--- src/rtl/mul_arbiter.sv ---
// mul_arbiter: round-robin arbiter sharing one multiplier between two requesters, with a timeout.
module mul_arbiter #(
  parameter int TIMEOUT = 20
) (
  input  logic       clk,
  input  logic       n_rst,
  input  logic       req0,
  input  logic       req1,
  input  logic [3:0] a0,
  input  logic [3:0] b0,
  input  logic [3:0] a1,
  input  logic [3:0] b1,
  output logic       done0,
  output logic       done1,
  output logic       err0,
  output logic       err1,
  output logic [7:0] res,
  output logic       busy,
  output logic       mul_start,
  output logic [3:0] mul_a,
  output logic [3:0] mul_b,
  input  logic       mul_valid,
  input  logic [7:0] mul_product
);
  typedef enum logic [1:0] {IDLE, ISSUE, WAIT, RESP} state_t;
  state_t state, state_nx;
  logic [5:0] cnt;
  logic id, last, win, hit, ok, tmo;
  always_comb begin
    win = (req0 & req1) ? ~last : req1;
    hit = cnt == 6'(TIMEOUT - 1);
    ok  = state == WAIT && mul_valid;
    tmo = state == WAIT && !mul_valid && hit;
    state_nx = state == IDLE  ? ((req0 | req1) ? ISSUE : IDLE) :
               state == ISSUE ? WAIT :
               state == WAIT  ? ((ok | tmo) ? RESP : WAIT) : IDLE;
  end
  always_ff @(posedge clk or negedge n_rst)
    if (!n_rst) state <= IDLE;
    else state <= state_nx;
  // last holds the most recently served requester; reset value 1 gives requester 0 priority
  always_ff @(posedge clk or negedge n_rst)
    if (!n_rst) begin
      cnt <= '0;
      id <= 1'b0;
      last <= 1'b1;
      res <= '0;
      mul_a <= '0;
      mul_b <= '0;
      busy <= 1'b0;
      mul_start <= 1'b0;
      done0 <= 1'b0;
      done1 <= 1'b0;
      err0 <= 1'b0;
      err1 <= 1'b0;
    end else begin
      cnt <= state == WAIT ? cnt + 6'd1 : '0;
      busy <= state_nx != IDLE;
      mul_start <= state_nx == ISSUE;
      done0 <= ok & ~id;
      done1 <= ok & id;
      err0 <= tmo & ~id;
      err1 <= tmo & id;
      if (state == IDLE && (req0 | req1)) begin
        id <= win;
        mul_a <= win ? a1 : a0;
        mul_b <= win ? b1 : b0;
      end
      if (ok) res <= mul_product;
      if (state == RESP) last <= id;
    end
endmodule

--- config.mk ---
export PLATFORM = sky130hd
export DESIGN_NAME = mul_arbiter
export DESIGN_NICKNAME = d
export VERILOG_FILES = /design/src/rtl/mul_arbiter.sv
export SDC_FILE = /design/constraint.sdc
export NUM_CORES = 1
export LEC_CHECK = 0
export CORE_ASPECT_RATIO = 1.1
export CORE_MARGIN = 4
export CORE_UTILIZATION = 45
export CTS_CLUSTER_SIZE = 12
export DETAILED_ROUTE_END_ITERATION = 16
export DONT_BUFFER_PORTS = 1
export SYNTH_ARGS = -nofsm -noshare
export SYNTH_HDL_FRONTEND = slang
export SYNTH_SLANG_ARGS = --single-unit
--- constraint.sdc ---
create_clock -name clk -period 1.55 [get_ports clk]
set_clock_uncertainty 0.05 [all_clocks]
set_input_delay 0.31 -clock clk [delete_from_list [all_inputs] [get_ports clk]]
set_output_delay 0.31 -clock clk [all_outputs]
set_load 0.005 [all_outputs]
# After elaboration in Yosys (flattened, before gate mapping)
# Index checks and enable logic that the tools add are counted.
# op_classes
multipliers,0
eq_ne,5
mux,9
order_cmp,0
n_reduce_logical,7
bitwise,9
n_div,0
add_sub_neg,1
n_shift,0
# op_table
cell,n
two-way mux 4 bit,2
adder 6 x 1 -> 6 bit (second input constant),1
equality test 6 x 5 -> 1 bit (second input constant),1
two-way mux 2 bit,3
two-way mux 6 bit,1
bitwise AND 1 bit,5
equality test 2 x 1 -> 1 bit (second input constant),2
equality test 2 bit (second input constant),2
logical AND 1 bit,4
two-way mux 1 bit,3
logical NOT 2 bit,1
NOT 1 bit,2
OR 1 bit,2
nonzero test 2 bit,1
logical NOT 1 bit,1
# totals
regBits,32
inputBits,29
output_inout_bits,22
word_cells,44
mem_bits_rw,0
memories,0
latchBits,0
romBits,0

# Longest topological paths before layout
# Gate-level depths: netlist of run 1.
# logic_depth
depth_word,9
ltp_mapped,6
ltp_nobuf,5

# Least setup slack after synthesis of run 1
# Ideal clock, no wire load.
# synth_path
kind,reg2reg
start,register state[0]
end,register busy
n_path_buf,1
required_time_ns,1.368
arrival_time_ns,1.246
path_slack_ns,0.122
setup_ns,0.132
period_less_slack_ns,1.428
path_stages_with_launch,7
cell_sequence,dfrtp_1 -> inv_1 -> ha_1 -> buf_2 -> nor4bb_1 -> a211oi_1 -> nand2b_1
# synth_via
elab_chain_len,9
elab_cells_between_ends,12
cone_classes,2 x eq/ne; 4 x mux; 1 x bitwise; 5 x reduce/logical
# synth_lines
element,line_no,rtl
from (decl),26,"state_t state, state_nx;"
from (signal assigned),40,else state <= state_nx;
equality test 2 bit,"32, 33, 36",
logical AND 1 bit (2 in series),33,tmo = state == WAIT && !mul_valid && hit;
OR 1 bit,36,state == WAIT ? ((ok | tmo) ? RESP : WAIT) : IDLE;
two-way mux 1 bit,36,
two-way mux 2 bit,36,
two-way mux 2 bit,35,state == ISSUE ? WAIT :
two-way mux 2 bit (*),34,state_nx = state == IDLE ? ((req0 | req1) ? ISSUE : IDLE) :
nonzero test 2 bit (*),58,busy <= state_nx != IDLE;
to (signal assigned),50,busy <= 1'b0;
to (signal assigned),58,
to (decl),18,"output logic busy,"
# Mark *: on every way between the ends. The rest lies on a longest branch, timed or not.
# A chain may end at the register's enable or synchronous reset.

# Worst setup path after layout of run 1
# layout_path
start,register state[0]
end,register cnt[5]
# layout_via
elab_chain_len,2
# layout_lines
element,line_no,rtl
equality test 2 bit,57,cnt <= state == WAIT ? cnt + 6'd1 : '0;
two-way mux 6 bit,57,
to (signal assigned),57,
to (decl),27,logic [5:0] cnt;
# No other way between the ends.

==> results of run 1 <==
-- routing by layer --
metal | part of all wire (%) | track usage, %
met5 | 0 | 0
met4 | 2.0 | 6.50
met3 | 9.5 | 5.30
met2 | 52 | 23.6
met1 | 36 | 14.5
-- metrics by stage --
| step | hold WS, ns | area, um^2 |
|---|---|---|
| 2_1_floorplan | -0.0356 | 1360 |
| 3_3_place_gp | -0.0349 | 1420 |
| 3_5_place_dp | -0.0348 | 1420 |
| 4_1_cts | 0.0578 | 1540 |
| 5_1_grt | 0.0483 | 1560 |
| 6_report | 0.0751 | 1560 |
-- registers in the layout, indices dropped and copies added, names as in the netlist --
register / cells
last: 1
err1: 1
done0: 1
cnt: 6
busy: 1
state: 2
id: 1
mul_a: 4
err0: 1
done1: 1
res: 8
mul_start: 1
mul_b: 4
-- synth_stat cells, types with 2 or more instances --
master,number
and2_1,4
buf_2,2
dfrtp_1,31
ha_1,5
inv_1,4
mux2_2,9
mux2i_1,8
nand2_1,11
nand3_1,2
nor2_1,2
nor4bb_1,2
o21ai_0,9
xnor2_1,2
-- final timing paths --
| path | end | slack, ns | cells after the start |
|---|---|---|---|
| setup / recovery | cnt[5]$_DFF_PN0_ | 0.08 | 5 |
| hold / removal | res[5]$_DFFE_PN0N_ | 0.08 | 1 |
| setup reg to reg | cnt[5]$_DFF_PN0_ | 0.08 | 5 |
| hold reg to reg | cnt[0]$_DFF_PN0_ | 0.43 | 1 |
| max in group asynchronous | last$_DFFE_PN1N_ | 0.85 | 2 |
| min in group asynchronous | mul_a[2]$_DFFE_PN0P_ | 0.37 | 2 |
-- worst max-delay path, delay by kind of cell (launching register included) --
| family | cells | cell delay [ns] |
|---|---|---|
| buf+inv | 2 | 0.25 |
| fa+ha+maj | 1 | 0.20 |
| simple gates | 2 | 0.51 |
| flops | 1 | 0.41 |
-- cells by family (layout without fill, tap and decap cells) --
kind of cell | after synthesis | count (layout) | synth area share (%)
compound gates | 14 | 14 | 6.06
buf+inv | 7 | 19 | 2.39
fa+ha+maj | 5 | 5 | 4.59
flops | 32 | 32 | 58.9
simple gates | 30 | 30 | 12.9
xor+xnor | 3 | 3 | 1.93
mux | 17 | 17 | 13.3
-- layout make-up --
class                           count  area share, %
Sequential cell                    32           51.3
Multi-Input combinational cell     69           35.5
Timing Repair Buffer                7           4.48
Clock inverter                      3           2.72
Tap cell                           33           2.64
Clock buffer                        5           2.40
Inverter                            4          0.960
-- power groups by stage --
stage | logic (mW) | clock network, mW | registers (mW)
floorplan | 0.590 | 0 | 1.36
global placement | 0.710 | 0 | 1.42
detailed placement | 0.750 | 0 | 1.44
CTS | 0.786 | 0.636 | 1.42
global route | 0.934 | 0.671 | 1.46
finish | 0.804 | 0.611 | 1.41
-- placed cells by master, fill, tap and decap left out, types with 2 or more instances in the layout --
cell	count
dfrtp_1	31
nand2_1	11
mux2_2	9
o21ai_0	9
mux2i_1	8
clkbuf_4	5
inv_1	4
and2_1	4
ha_1	4
buf_4	4
nor4bb_1	2
nand3_1	2
xnor2_1	2
nor2_1	2
dlygate4sd3_1	2
-- what timing repair did --
item / in CTS / in global routing
hold buffers: 3 / 0
endpoints found under the setup margin: 2 / 12
gates resized for setup: 1 / 4
hold endpoints to repair: 34 / 0
==> impl_metrics.csv, run 1 <==
group,metric,value,unit
placed_design,dp_cells,142,
clocking,cts-root-buf,"clkbuf_4",
global_route,grt_usage,13.8,%
power_and_ir_drop,switchingPower,0.894,mW
floorplanning,start_util,48.2,%
yosys,ys.flop_type,"dfrtp_1",
global_route,grt_pass1_vias,883,
floorplanning,dieArea,3970,um^2
drt,remaining_drc_errors,0,
setup_path,cp-end-kind,"flop",
finish,insertedDiodeCount,0,
floorplanning,dieHeight,65.7,um
drt,dr.pass1.iters,4,
outcome,outcome,"completed",
setup_path,reg2reg_from,"state[0]$_DFF_PN0_",
setup_path,worst-setup-path-type,"reg -> reg",
setup_path,cp_cell_sequence,"inv_1, ha_2, buf_4, or4b_1, nand2_1",
global_route,grt_remaining_overflow,0,
floorplanning,die_w,60.5,um
placed_design,gp_congestion,0.813,
power_and_ir_drop,switching_share,31.7,%
global_route,antenna_found_initial,0,
drt,via_per_inst,5.35,
drt,wl,2.41,mm
worst_hold_path,hold_path_class,"in -> reg",
drt,antenna_left,0,
clocking,h-tree-depth,2,
yosys,synth_warnings,0,
timing,finalSetupTns,0,ns
yosys,synthesis.nets,142,
timing,tightest_slew,0.319,ns
yosys,post_synth_instance_area,1360,um^2
power_and_ir_drop,power.leakage,0.750,nW
clocking,tritoncts,"yes",
setup_path,cp.arrival,1.69,ns
finish,final_net_count,153,
clocking,cts_setup_buffers,0,
floorplanning,fp-row-count,20,
floorplanning,boundaryPins,51,
setup_path,cpPeakStageDelay,0.43,ns
setup_path,crit_required,1.77,ns
timing,fmax,0.681,GHz
finish,multi_input_area,556,um^2
power_and_ir_drop,seq_power_share,49.9,%
timing,drv_slew,0,
drt,drt-initial-drc-count,21,
power_and_ir_drop,vdd_ir_drop_max,1.20,mV
drt,post_drt_wl_per_cell,15.7,um
placed_design,post-place-ws,-0.0169,ns
placed_design,dp_hpwl,1.81,mm
timing,finalCritPeriodShare,94.7,%
setup_path,timing.critical_path.from,"state[0]$_DFF_PN0_",
power_and_ir_drop,intPower,1.93,mW
drt,num_vias,819,
timing,slew_headroom,78.4,%
placed_design,numPortBuffers,0,
power_and_ir_drop,finalPower,2.82,mW
finish,layout-drive-gt1-share,25.0,%
power_and_ir_drop,pwr-share-comb,28.5,%
timing,period_needed,1.47,ns
clocking,path_clk_slew,0.10,ns
floorplanning,core-area,2830,um^2
timing,layout_setup_ws,0.0819,ns
yosys,synth_seq_cells,32,
power_and_ir_drop,pwr-share-clk,21.6,%
setup_path,crit_fanout,9,
yosys,synth_edf_count,0,
global_route,grt_pass1_wl,4.00,mm
global_route,grt_max_degree,33,
timing,finalHoldViolCount,0,
job,drv_cap,0,
timing,setup_violations,0,
power_and_ir_drop,p_per_area,1800,nW/um^2
yosys,yosys-top-cells-area,"dfrtp_1 (57%), mux2_2 (7.4%), mux2i_1 (5.9%)",
yosys,synth_top_area_share,56.9,%
yosys,syn_inst,108,
setup_path,critPathSlowestCell,"or4b_1",
timing,grt_setup_unrepaired,"true",
finish,fillers,255,
finish,syn_to_final_growth,14.8,%
yosys,synth.distinct_cells,30,
clocking,clk_path_buf_depth,2,
finish,fin_util,55.3,%
clocking,clk_latency,0.32,ns
yosys,syn_area_per_cell,12.6,um^2
setup_path,worst_setup_path_start_kind,"flop",
clocking,cts_buffers,5,
finish,area.sequential,802,um^2
yosys,yosysTopAreaCell,"dfrtp_1",
yosys,yosysSeqAreaShare,58.9,%
worst_hold_path,hp-start,"mul_product[5]",
yosys,ys_async_sr_fraction,100,%
finish,instances_no_fill,153,
clocking,clkSinkCount,32,
(Power assumes the default switching activity.)
==> run 2, diff against run 1 <==
--- a/config.mk
+++ b/config.mk
@@ -7,10 +7,11 @@
 export LEC_CHECK = 0
 export CORE_ASPECT_RATIO = 1.1
 export CORE_MARGIN = 4
-export CORE_UTILIZATION = 45
+export CORE_UTILIZATION = 50
 export CTS_CLUSTER_SIZE = 12
 export DETAILED_ROUTE_END_ITERATION = 16
 export DONT_BUFFER_PORTS = 1
+export PLACE_DENSITY = 0.68
 export SYNTH_ARGS = -nofsm -noshare
 export SYNTH_HDL_FRONTEND = slang
 export SYNTH_SLANG_ARGS = --single-unit
==> run 2 against run 1 <==
Register-to-register slack about the same. Worst hold slack worse by 0.0053 ns. Clock power rose by 15%. Critical endpoint is now err1$_DFF_PN0_. Largest cell class unchanged.
==> impl_metrics.csv, run 2 (synthesis gave the netlist of run 1 again) <==
group,metric,value,unit
outcome,outcome,"completed",
setup_path,setup.worst_path.end,"err1$_DFF_PN0_",
drt,remaining_drc_errors,0,
power_and_ir_drop,seq_power_share,47.4,%
global_route,antenna_found_initial,0,
setup_path,reg2reg_from,"state[0]$_DFF_PN0_",
power_and_ir_drop,power.leakage,0.764,nW
worst_hold_path,hold_path_class,"in -> reg",
setup_path,worst-setup-path-type,"reg -> reg",
clocking,tritoncts,"yes",
floorplanning,start_util,53.6,%
setup_path,cp.depth,5,
floorplanning,dieHeight,62.8,um
drt,wl,2.56,mm
drt,dr.pass1.iters,2,
timing,grt_setup_unrepaired,"true",
global_route,grt_remaining_overflow,0,
floorplanning,core-area,2540,um^2
setup_path,timing.critical_path.from,"state[0]$_DFF_PN0_",
setup_path,cp_top_family,"simple AND/OR/NAND/NOR gates",
timing,drv_slew,0,
placed_design,dp_cells,139,
finish,top_register,"res",
drt,post_drt_wl_per_cell,17.0,um
setup_path,reg2reg_depth,5,
setup_path,worst_setup_path_start_kind,"flop",
power_and_ir_drop,switching_share,31.1,%
timing,finalSetupTns,0,ns
finish,instances_no_fill,151,
power_and_ir_drop,pwr-share-clk,23.6,%
setup_path,crit_fanout,3,
finish,mostFrequentLayoutCell,"dfrtp_1",
global_route,grt_pass1_wl,4.10,mm
finish,largest_reg_flops,8,
setup_path,cp-end-kind,"flop",
setup_path,crit_required,1.76,ns
job,drv_cap,0,
clocking,cts-root-buf,"clkbuf_4",
timing,finalCritPeriodShare,95.1,%
timing,period_needed,1.47,ns
setup_path,critPathBufInv,1,
finish,insertedDiodeCount,0,
setup_path,r2r_slack,0.08,ns
clocking,h-tree-depth,2,
floorplanning,die_w,57.8,um
placed_design,numPortBuffers,0,
finish,fillers,204,
finish,layout-drive-gt1-share,27.5,%
setup_path,cpPeakStageDelay,0.40,ns
placed_design,gp_congestion,0.733,
floorplanning,fp-row-count,19,
finish,reg_top3,"res (8), cnt (6)",
timing,fmax,0.678,GHz
drt,drt-initial-drc-count,5,
placed_design,dp_hpwl,1.72,mm
drt,via_per_inst,5.50,
power_and_ir_drop,pwr-share-comb,28.9,%
power_and_ir_drop,intPower,2.05,mW
finish,final_cell_mix,"dfrtp_1 (31), nand2_1 (11), mux2_2 (9), o21ai_0 (9), mux2i_1 (8)",
clocking,path_clk_slew,0.10,ns
drt,num_vias,830,
setup_path,r2r-end,"err1$_DFF_PN0_",
worst_hold_path,hp-start,"mul_product[6]",
power_and_ir_drop,vdd_ir_drop_max,1.44,mV
floorplanning,dieArea,3630,um^2
clocking,clkSinkCount,32,
clocking,cts_buffers,5,
setup_path,critPathSlowestCell,"dfrtp_1",
clocking,clk_latency,0.33,ns
timing,setup_violations,0,
power_and_ir_drop,switchingPower,0.923,mW
global_route,grt_usage,15.1,%
setup_path,cp.arrival,1.68,ns
floorplanning,boundaryPins,51,
timing,tightest_slew,0.548,ns
power_and_ir_drop,p_per_area,1860,nW/um^2
clocking,clk_path_buf_depth,2,
timing,slew_headroom,63.4,%
finish,final_net_count,153,
finish,syn_to_final_growth,17.2,%
timing,finalHoldViolCount,0,
global_route,grt_max_degree,33,
drt,antenna_left,0,
finish,fin_util,62.8,%
global_route,grt_pass1_vias,875,
setup_path,cp_cell_sequence,"inv_1, ha_1, nor4b_4, nand3_1, nor3b_2",
-- run 2: power groups by stage --
stage / combinational, mW / clock, mW / sequential, mW
after floorplan: 0.590 / 0 / 1.36
after detailed placement: 0.731 / 0 / 1.44
final: 0.859 / 0.702 / 1.41
after global placement: 0.693 / 0 / 1.42
after global routing: 0.972 / 0.769 / 1.45
after CTS: 0.776 / 0.719 / 1.42
-- run 2: per-stage QoR --
stage | worst slack, ns | hold WS, ns | power (mW) | instance area, um^2
finish | 0.0756 | 0.0699 | 2.97 | 1600
global route | -0.0298 | 0.0444 | 3.19 | 1600
CTS | 0.00102 | 0.0598 | 2.92 | 1550
detailed placement | -0.0961 | -0.0349 | 2.17 | 1410
global placement | 0.00694 | -0.0348 | 2.12 | 1410
floorplan | 0.122 | -0.0356 | 1.95 | 1360
-- run 2: cell type report --
class / count / area [um^2] / share of cell area (%)
Sequential cell: 32 / 802 / 50.2
Multi-Input combinational cell: 69 / 572 / 35.8
Tap cell: 31 / 38.8 / 2.43
Inverter: 4 / 15.0 / 0.940
Clock buffer: 7 / 65.1 / 4.08
Timing Repair Buffer: 7 / 73.8 / 4.62
Clock inverter: 1 / 30.0 / 1.88
-- run 2: repair_timing --
item | CTS | global route
endpoints found under the setup margin | 11 | 13
hold buffers | 3 | 0
endpoints found under the hold margin | 34 | 0
resized for setup | 2 | 7
pin swaps | 0 | 0
setup buffers | 0 | 1
-- run 2: worst reg2reg max path: stages (launching register included) --
cell and delay (ns):
dfrtp_1 0.40, inv_1 0.09, ha_1 0.22, nor4b_4 0.28, nand3_1 0.17, nor3b_2 0.21
-- run 2: worst min-delay path by stage --
stage,to,depth (start not counted)
after CTS,res[6]$_DFFE_PN0N_,1
after floorplan,busy$_DFF_PN0_,0
final,res[6]$_DFFE_PN0N_,1
after global routing,res[2]$_DFFE_PN0N_,1
after global placement,mul_a[3]$_DFFE_PN0P_,0
after detailed placement,mul_a[3]$_DFFE_PN0P_,0
-- run 2: per-layer routing --
layer	GRT usage, %	part of all wire [%]	up-vias
li1	-	-	390
met1	16.4	37	400
met2	24.4	52	31
met3	7.23	9.0	9
met4	6.96	2.4	0
met5	0	0	-
==> run 3, diff against run 2 <==
--- a/config.mk
+++ b/config.mk
@@ -5,13 +5,15 @@
 export SDC_FILE = /design/constraint.sdc
 export NUM_CORES = 1
 export LEC_CHECK = 0
+export CELL_PAD_IN_SITES_DETAIL_PLACEMENT = 1
+export CELL_PAD_IN_SITES_GLOBAL_PLACEMENT = 1
 export CORE_ASPECT_RATIO = 1.1
 export CORE_MARGIN = 4
-export CORE_UTILIZATION = 50
+export CORE_UTILIZATION = 42
 export CTS_CLUSTER_SIZE = 12
 export DETAILED_ROUTE_END_ITERATION = 16
 export DONT_BUFFER_PORTS = 1
-export PLACE_DENSITY = 0.68
+export PLACE_DENSITY_LB_ADDON = 0.1
 export SYNTH_ARGS = -nofsm -noshare
 export SYNTH_HDL_FRONTEND = slang
 export SYNTH_SLANG_ARGS = --single-unit
==> run 3 against run 2 <==
Clock power is 9.5% lower. Design area fell by 1.5%. Combinational power shrank 3.1%. Critical path depth did not move. Die area rose by 16%. Count of clock-buffer cells in the layout fell by 2. Register-to-register slack better by 0.02 ns. Setup slack better by 0.020 ns. First-iteration DRC count increased to 4.6 times the previous value. Utilization decreased by 12 points. Critical endpoint is now cnt[5]$_DFF_PN0_. Highest routed layer unchanged.
==> impl_metrics.csv, run 3 (synthesis gave the netlist of run 1 again) <==
group,metric,value,unit
worst_hold_path,hp-start,"mul_product[0]",
timing,fmax,0.688,GHz
global_route,grt_max_degree,33,
worst_hold_path,hold_path_class,"in -> reg",
setup_path,crit_fanout,10,
timing,period_needed,1.45,ns
floorplanning,die_w,62.3,um
job,drv_cap,0,
placed_design,dp_hpwl,1.93,mm
drt,remaining_drc_errors,0,
placed_design,gp_congestion,0.720,
setup_path,cp.arrival,1.69,ns
power_and_ir_drop,p_per_area,1830,nW/um^2
global_route,grt_pass1_wl,4.47,mm
global_route,antenna_found_initial,0,
worst_hold_path,holdPathStages,1,
floorplanning,boundaryPins,51,
finish,top_register,"res",
finish,final_cell_mix,"dfrtp_1 (31), nand2_1 (11), mux2_2 (9), o21ai_0 (9), mux2i_1 (8)",
timing,finalHoldViolCount,0,
global_route,grt_usage,13.9,%
drt,post_drt_wl_per_cell,17.5,um
timing,drv_slew,0,
timing,grt_setup_unrepaired,"true",
clocking,h-tree-depth,2,
floorplanning,dieHeight,67.7,um
setup_path,worst_setup_path_start_kind,"flop",
clocking,cts-root-buf,"clkbuf_4",
placed_design,numPortBuffers,0,
floorplanning,start_util,44.3,%
finish,mostFrequentLayoutCell,"dfrtp_1",
clocking,cts_setup_buffers,0,
setup_path,r2r-end,"cnt[5]$_DFF_PN0_",
clocking,clkSinkCount,32,
global_route,grt_pass1_vias,936,
clocking,clk_path_buf_depth,2,
timing,finalCritPeriodShare,93.8,%
setup_path,crit_required,1.79,ns
finish,syn_to_final_growth,15.4,%
drt,drt-initial-drc-count,23,
drt,antenna_left,0,
power_and_ir_drop,finalPower,2.88,mW
finish,final_net_count,154,
timing,slew_headroom,78.7,%
drt,wl,2.71,mm
floorplanning,core-area,3070,um^2
finish,instances_no_fill,155,
timing,setup_violations,0,
placed_design,placed_cell_area,1430,um^2
power_and_ir_drop,vdd_ir_drop_max,0.914,mV
clocking,clk_latency,0.34,ns
finish,layout-drive-gt1-share,26.4,%
drt,num_vias,843,
drt,dr.pass1.iters,3,
setup_path,reg2reg_from,"state[0]$_DFF_PN0_",
power_and_ir_drop,power.leakage,0.754,nW
finish,largest_reg_flops,8,
worst_hold_path,whs_endpoint,"res[0]$_DFFE_PN0N_",
floorplanning,dieArea,4220,um^2
setup_path,reg2reg_depth,5,
setup_path,r2r_slack,0.1,ns
finish,insertedDiodeCount,0,
outcome,outcome,"completed",
placed_design,dp_cells,144,
clocking,tritoncts,"yes",
setup_path,cp-end-kind,"flop",
global_route,grt_remaining_overflow,0,
drt,via_per_inst,5.44,
clocking,path_clk_slew,0.10,ns
setup_path,worst-setup-path-type,"reg -> reg",
floorplanning,fp-row-count,21,
clocking,cts_buffers,5,
finish,stdcell_area,1570,um^2
timing,tightest_slew,0.315,ns
finish,reg_top3,"res (8), cnt (6)",
==> run 3: cell count changes in the layout (fill, tap and decap cells not counted), sizes merged <==
cell | before | now
clkbuf | 7 | 5
clkinvlp | 0 | 1
buf | 5 | 6
clkinv | 0 | 1
==> run 3: worst max-delay path by stage <==
stage,end,start,slack [ns]
after floorplan,busy$_DFF_PN0_,state[0]$_DFF_PN0_,0.12
after global placement,busy$_DFF_PN0_,state[0]$_DFF_PN0_,0.06
after detailed placement,busy$_DFF_PN0_,state[0]$_DFF_PN0_,-0.02
after CTS,err0$_DFF_PN0_,state[0]$_DFF_PN0_,0.02
after global routing,mul_start$_DFF_PN0_,state[0]$_DFF_PN0_,-0.01
final,cnt[5]$_DFF_PN0_,state[0]$_DFF_PN0_,0.1
==> run 3: power by group <==
part           internal (mW)  switching (mW)  total (mW)
clock                  0.336           0.299       0.635
sequential              1.17           0.245        1.41
combinational          0.427           0.405       0.832
==> run 3: layout make-up <==
type / instances / area, um^2
Tap cell: 34 / 42.5
Timing Repair Buffer: 8 / 77.6
Clock buffer: 5 / 37.5
Clock inverter: 3 / 42.5
Sequential cell: 32 / 802
Fill cell: 308 / 1500
Multi-Input combinational cell: 69 / 556
Inverter: 4 / 15.0
==> run 3: through the flow <==
| step | hold slack, ns | setup TNS [ns] | utilization [%] | setup slack (ns) |
|---|---|---|---|---|
| floorplan | -0.0356 | 0 | - | 0.122 |
| detailed placement | -0.0348 | -0.0196 | 46.4 | -0.0196 |
| finish | 0.0584 | 0 | 51.2 | 0.0959 |
| global placement | -0.0347 | 0 | 46.4 | 0.0601 |
| global route | 0.0394 | -0.0132 | 51.2 | -0.0110 |
| CTS | 0.0396 | 0 | 50.4 | 0.0156 |
==> run 3: timing repair <==
action | CTS | global route
endpoints found under the hold margin | 34 | 0
gates resized for setup | 1 | 4
cloned | 0 | 0
setup endpoints to repair | 1 | 13
hold buffers | 3 | 0
pin swaps | 0 | 2
==> run 3: critical path, cell delays in order (launching register included) <==
cell and delay [ns]:
dfrtp_1 0.40, inv_1 0.08, ha_1 0.17, buf_4 0.17, or4b_1 0.44, nand2_1 0.08
==> run 3: per-layer routing <==
metal / track usage (%) / share of wire, % / vias to the layer above
li1: - / - / 393
met1: 15.2 / 39 / 407
met2: 22.9 / 50 / 35
met3: 5.49 / 8.1 / 8
met4: 8.75 / 2.9 / 0
met5: 0 / 0 / -
